`src/rtl/rr_encoder_pkg.sv`:
```
// ---------------------------------------------------------------------------
// rr_encoder_pkg
// Shared definitions for the round-robin request encoder:
//   - state_t      : two-state handshake FSM encoding (IDLE / HOLD)
//   - REQ_MAX_W    : widest request vector the helper functions accept
//   - clog2()      : constant ceil(log2()) used to size the pointer/grant
//   - multi_hot()  : true when more than one bit of a vector is set
// ---------------------------------------------------------------------------
package rr_encoder_pkg;

    typedef enum logic {
        IDLE = 1'b0,
        HOLD = 1'b1
    } state_t;

    localparam int REQ_MAX_W = 64;

    function automatic int clog2(input int value);
        int r;
        int v;
        r = 0;
        v = value - 1;
        while (v > 0) begin
            r++;
            v = v >> 1;
        end
        return r;
    endfunction

    // Clearing the lowest set bit leaves something behind only if at least
    // two bits were set, so no adder tree is needed.
    function automatic logic multi_hot(input logic [REQ_MAX_W-1:0] v);
        return (v & (v - 1'b1)) != '0;
    endfunction

endpackage

```
`src/rtl/rr_encoder_pick.sv`:
```
// ---------------------------------------------------------------------------
// rr_pick
// Combinational rotating priority search: returns the index of the first set
// request bit at or above ptr, wrapping from N_REQ-1 back to 0.
// Ports:
//   req   [N_REQ-1:0] request lines
//   ptr   [PTR_W-1:0] search start index (always < N_REQ)
//   grant [PTR_W-1:0] index of the selected request line
//   any               at least one request bit is set
// ---------------------------------------------------------------------------
module rr_pick
    import rr_encoder_pkg::*;
#(
    parameter int N_REQ = 4,
    parameter int PTR_W = 2
) (
    input  logic [N_REQ-1:0] req,
    input  logic [PTR_W-1:0] ptr,
    output logic [PTR_W-1:0] grant,
    output logic             any
);

    logic [2*N_REQ-1:0]            w_dbl;
    logic [N_REQ-1:0]              w_rot;
    logic [N_REQ-1:0]              w_first;
    logic [PTR_W-1:0][N_REQ-1:0]   w_sel;
    logic [PTR_W-1:0]              w_off;
    logic [PTR_W:0]                w_sum;

    // Rotate so that bit ptr lands on position 0; a doubled vector makes the
    // wrap-around a plain right shift.
    assign w_dbl = {req, req};
    assign w_rot = N_REQ'(w_dbl >> ptr);
    assign any   = |req;

    // One-hot mask of the lowest set bit of the rotated vector.
    for (genvar gi = 0; gi < N_REQ; gi++) begin : g_first
        if (gi == 0) begin : g_lsb
            assign w_first[gi] = w_rot[0];
        end else begin : g_upper
            assign w_first[gi] = w_rot[gi] & ~(|w_rot[gi-1:0]);
        end
    end

    // One-hot to binary: offset bit bi is the OR of every position whose
    // index has bit bi set.
    for (genvar bi = 0; bi < PTR_W; bi++) begin : g_off_bit
        for (genvar gi = 0; gi < N_REQ; gi++) begin : g_term
            if (((gi >> bi) & 1) != 0) begin : g_on
                assign w_sel[bi][gi] = w_first[gi];
            end else begin : g_off
                assign w_sel[bi][gi] = 1'b0;
            end
        end
        assign w_off[bi] = |w_sel[bi];
    end

    // Undo the rotation: (ptr + offset) mod N_REQ.
    assign w_sum = {1'b0, ptr} + {1'b0, w_off};
    assign grant = (w_sum >= (PTR_W+1)'(N_REQ)) ? PTR_W'(w_sum - (PTR_W+1)'(N_REQ))
                                                : PTR_W'(w_sum);

endmodule

```
`src/rtl/rr_encoder.sv`:
```
// ---------------------------------------------------------------------------
// rr_encoder
// Converts N_REQ request lines into a binary select code with round-robin
// arbitration, holding each granted code under a valid/ack handshake and
// counting multi-hot captures in a saturating error counter.
// Ports:
//   clk                 rising-edge clock
//   rst                 synchronous active-high reset
//   req     [N_REQ-1:0] request lines (one-hot expected, multi-hot tolerated)
//   ack                 consumer accepts the current code (ignored while !valid)
//   code    [CODE_W-1:0] granted index, zero-extended
//   valid               code holds a granted index
//   multi               more than one req bit was set at capture
//   err_cnt [ERR_W-1:0] saturating count of multi-hot captures
// ---------------------------------------------------------------------------
module rr_encoder
    import rr_encoder_pkg::*;
#(
    parameter int N_REQ  = 4,
    parameter int CODE_W = 3,
    parameter int ERR_W  = 8
) (
    input  logic              clk,
    input  logic              rst,
    input  logic [N_REQ-1:0]  req,
    input  logic              ack,
    output logic [CODE_W-1:0] code,
    output logic              valid,
    output logic              multi,
    output logic [ERR_W-1:0]  err_cnt
);

    localparam int PTR_W = clog2(N_REQ);

    state_t            r_state_reg, w_state_next;
    logic [PTR_W-1:0]  r_ptr_reg,   w_ptr_next;
    logic [PTR_W-1:0]  r_grant_reg, w_grant_next;
    logic              r_multi_reg, w_multi_next;
    logic [ERR_W-1:0]  r_err_reg,   w_err_next;

    logic [PTR_W-1:0]  w_inc;
    logic [PTR_W-1:0]  w_pick_ptr;
    logic [PTR_W-1:0]  w_grant;
    logic              w_any;
    logic              w_multi_hot;
    logic              w_capture;

    // Pointer after an accepted grant: one past the granted line, wrapping.
    assign w_inc = (r_grant_reg == PTR_W'(N_REQ - 1)) ? '0 : r_grant_reg + 1'b1;

    // A back-to-back capture on the ack edge must already search from the
    // advanced pointer, so the picker sees the pointer's next value.
    assign w_pick_ptr  = (r_state_reg == HOLD && ack) ? w_inc : r_ptr_reg;
    assign w_multi_hot = multi_hot(REQ_MAX_W'(req));

    rr_pick #(
        .N_REQ (N_REQ),
        .PTR_W (PTR_W)
    ) u_pick (
        .req   (req),
        .ptr   (w_pick_ptr),
        .grant (w_grant),
        .any   (w_any)
    );

    always_comb begin
        w_state_next = r_state_reg;
        w_ptr_next   = r_ptr_reg;
        w_grant_next = r_grant_reg;
        w_multi_next = r_multi_reg;
        w_err_next   = r_err_reg;
        w_capture    = 1'b0;

        case (r_state_reg)
            IDLE: begin
                if (w_any) begin
                    w_capture    = 1'b1;
                    w_state_next = HOLD;
                end
            end
            HOLD: begin
                if (ack) begin
                    w_ptr_next = w_inc;
                    if (w_any) begin
                        w_capture = 1'b1;
                    end else begin
                        w_state_next = IDLE;
                    end
                end
            end
            default: w_state_next = IDLE;
        endcase

        if (w_capture) begin
            w_grant_next = w_grant;
            w_multi_next = w_multi_hot;
            if (w_multi_hot && (r_err_reg != '1)) begin
                w_err_next = r_err_reg + 1'b1;
            end
        end
    end

    always_ff @(posedge clk) begin
        if (rst) begin
            r_state_reg <= IDLE;
            r_ptr_reg   <= '0;
            r_grant_reg <= '0;
            r_multi_reg <= 1'b0;
            r_err_reg   <= '0;
        end else begin
            r_state_reg <= w_state_next;
            r_ptr_reg   <= w_ptr_next;
            r_grant_reg <= w_grant_next;
            r_multi_reg <= w_multi_next;
            r_err_reg   <= w_err_next;
        end
    end

    assign code    = CODE_W'(r_grant_reg);
    assign valid   = (r_state_reg == HOLD);
    assign multi   = r_multi_reg;
    assign err_cnt = r_err_reg;

endmodule

```
`config.mk`:
```
export PLATFORM = sky130hd
export DESIGN_NAME = rr_encoder
export DESIGN_NICKNAME = d
export VERILOG_FILES = /design/src/rtl/rr_encoder_pkg.sv /design/src/rtl/rr_encoder_pick.sv /design/src/rtl/rr_encoder.sv
export SDC_FILE = /design/constraint.sdc
export NUM_CORES = 1
export LEC_CHECK = 0
export CORE_AREA = 2 2 49 51
export CTS_CLUSTER_DIAMETER = 100
export DETAILED_ROUTE_END_ITERATION = 10
export DIE_AREA = 0 0 51 53
export PLACE_DENSITY = 0.65
export SLEW_MARGIN = 10
export SYNTH_ARGS = -nofsm -noshare
export SYNTH_HDL_FRONTEND = slang
export SYNTH_SLANG_ARGS = --single-unit
```
`constraint.sdc`:
```
create_clock -name clk -period 2.05 [get_ports clk]
set_input_delay 0.5125 -clock clk [delete_from_list [all_inputs] [get_ports clk]]
set_output_delay 0.5125 -clock clk [all_outputs]
set_load 0.01 [all_outputs]
```
==> key figures <==
Place
  • Gpl congestion: around 0.95
  • Placement Setup Slack: -0.0839 ns
  • DP Wirelength: around 1600 µm
  • Dpl cells: between 150 and 200
  • Port Buffers: 18
  • Post-place instance area: between 1000 and 1500 µm²

STA
  • Worst Hold Slack: roughly 0.48 ns
  • Final Hold Viols: 0
  • Max Freq: approximately 530 MHz
  • Slew Viols, Final: 0
  • Final setup viols: 0
  • RSZ-0062 raised after global routing: no
  • Final period util: 0.926
  • Final setup margin: 0.151 ns
  • Tmin final: 1.90 ns
  • Clock skew: between 0.003 and 0.004 ns

Global route
  • Total Routing Usage GR: 0.183
  • Initial antenna violation count: 0
  • Grt ovf: 0
  • Pin count of the biggest net entering global routing: 12
  • First-pass GRT wire length: around 3600 µm
  • Vias in the first global route: around 820

Cells and area
  • Layout area overhead: 35.8%
  • Commonest cells after routing, fill and taps aside: clkdlybuf4s50_1, dfxtp_1, buf_4, a21oi_1, nor2_1
  • Max reg flops: 8
  • Fin cells: between 150 and 200
  • ANT cells: 0
  • Fin nets: 140
  • Commonest non-fill, non-tap cell in the layout: clkdlybuf4s50_1
  • Share of cells above drive strength 1: 0.192
  • Finished Cell Area: 1170 µm²

Yosys
  • Distinct cells, synth: between 40 and 50
  • FF+latch count, synth: 14
  • Mean Syn Cell Area: between 8 and 9 µm²
  • Register area share after synthesis: 0.325
  • Top_reg_cell synth: dfxtp_1
  • Synth async-reset ratio: 0
  • Post-Syn Nets: around 110
  • Cells after Synth: 99
  • Syn. warnings: 0
  • Synthesized area: approximately 860 µm²
  • Post-synth EDFFs: 0

Floorplanning
  • FP Rows: 17
  • Core area: between 2000 and 2500 µm²
  • Ports: 20
  • Die area: around 2700 µm²
  • Die Span X: ~50 µm
  • Initial Util: 0.402
  • Die Ht: roughly 53 µm

Power
  • Peak supply drop: just under 0.4 mV
  • Leakage: between 0.4 and 0.5 nW
  • Power density cells: between 500 and 600 nW/µm²
  • Power after layout: 661 µW

Setup path
  • Worst setup EP type: output pin
  • Cells along the critical path: clkdlybuf4s50_1
  • R2R depth: 6
  • Crit-path slowest cell: clkdlybuf4s50_1
  • Worst Setup SP: valid
  • Crit path DAT: about 1.4 ns
  • Worst flop-to-flop path endpoint: err_cnt[3]
  • Setup crit end: valid
  • Worst EP required: between 1.5 and 2 ns
  • RR Startpoint: err_cnt[0]
  • Cell depth of the worst setup path: 1
  • Setup CP Type: flip-flop to output pin
  • CP delay by family, top: buffers and inverters
  • Slowest stage delay, CP: a little under 0.6 ns
  • CP max FO: 9
  • FF-to-FF setup slack: about 0.39 ns
  • Startpoint types: flip-flop
  • WP buf/inv: 1

Clock tree
  • Skew-Pair Late Insertion Delay: around 0.29 ns
  • Clk pin slew, worst setup/hold paths: approximately 0.09 ns
  • Post-CTS Hold Fix Bufs: 0
  • CTS Buf Count: 3
  • Post-CTS setup buffer count: 0
  • H-tree levels: 1
  • Clk root buf: clkbuf_4
  • Gates resized, CTS repair: 0
  • Clock Tree Buf Depth: 2
  • CTS tree: built
  • Clk sink count: 14

Routing
  • Iter 0 DRT Violations: 17
  • Routed len/inst: around 14 µm
  • Drt first pass iters: 4
  • Aggregate routed wire length: ~2200 µm
  • Detailed-route DRC error count: 0
  • Vias: slightly below 900
  • Final ANT Viol Nets: 0
  • Via density: 5.53

Run
  • Max Cap Viol: 0

Min path
  • Min-Delay Path Class: flip-flop to flip-flop

Status
  • Outcome: completed
## cell type report
cell class	instances	area, µm²
sequential	14	280
tap	28	35.0
multi-input combinational	78	536
clock buffer	4	36.3
inverter	4	15.0
fill	199	976
timing repair buffer	30	270
## worst min path at each step
| stage | startpoint | to | slack, ns | cells past startpoint |
|---|---|---|---|---|
| finish | multi | multi | 0.48 | 2 |
| global route | multi | multi | 0.53 | 2 |
| global placement | multi | multi | 0.47 | 2 |
| detailed placement | multi | multi | 0.45 | 2 |
| floorplan | r_ptr_reg[1] | r_ptr_reg[1] | 0.47 | 2 |
| CTS | multi | multi | 0.48 | 2 |
## cells in the mapped netlist, types with 2 or more instances
cell       n  area share
nand3b_1   2       0.017
nor3_1     3       0.017
o21ai_0    5       0.029
a21bo_2    2       0.023
inv_1      4       0.017
nor4_1     2       0.014
and3_1     3       0.022
o31ai_1    3       0.026
o41ai_1    2       0.020
ha_1       2       0.029
dfxtp_1   14        0.32
nor2_1     6       0.026
nand2_1    5       0.022
nand3_1    4       0.023
nor2b_1    3       0.022
a21oi_1   10       0.058
## worst register-to-register path: stages (launching register included)
cell and delay (ns):
dfxtp_1 0.38, ha_1 0.27, nand2_1 0.12, nor3_1 0.07
buf_4 0.16, or4_1 0.46, a21oi_1 0.14
## power breakdown
group / total [mW] / switching [mW] / internal [mW]
registers: 0.302 / 0.0167 / 0.285
clock network: 0.208 / 0.0997 / 0.108
logic: 0.151 / 0.0678 / 0.0828
total: 0.661 / 0.184 / 0.477
## through the flow
step	util	setup TNS [ns]
CTS	0.546	0
finish	0.546	0
global placement	0.529	-0.167
global route	0.546	0
floorplan	-	0
detailed placement	0.529	-0.246
## metal layers
metal / up-vias / share of wire / wire length, µm / GRT usage
met5: - / 0 / 0 / 0
met4: 0 / 0.032 / 69 / 0.108
met3: 8 / 0.038 / 83 / 0.0565
met2: 23 / 0.47 / 1040 / 0.294
met1: 400 / 0.46 / 1000 / 0.212
li1: 442 / - / - / -
## kinds of logic (layout without fill, tap and decap cells)
logic type,count (synthesis),in the layout,synth area share
AOI/OAI and AO/OA,33,33,0.275
adders and majority gates,3,3,0.0449
buffers and inverters,7,38,0.0551
DFF,14,14,0.325
muxes,1,1,0.0130
other,1,1,0.00434
and+or+nand+nor,40,40,0.283
(Power assumes the default switching activity.)
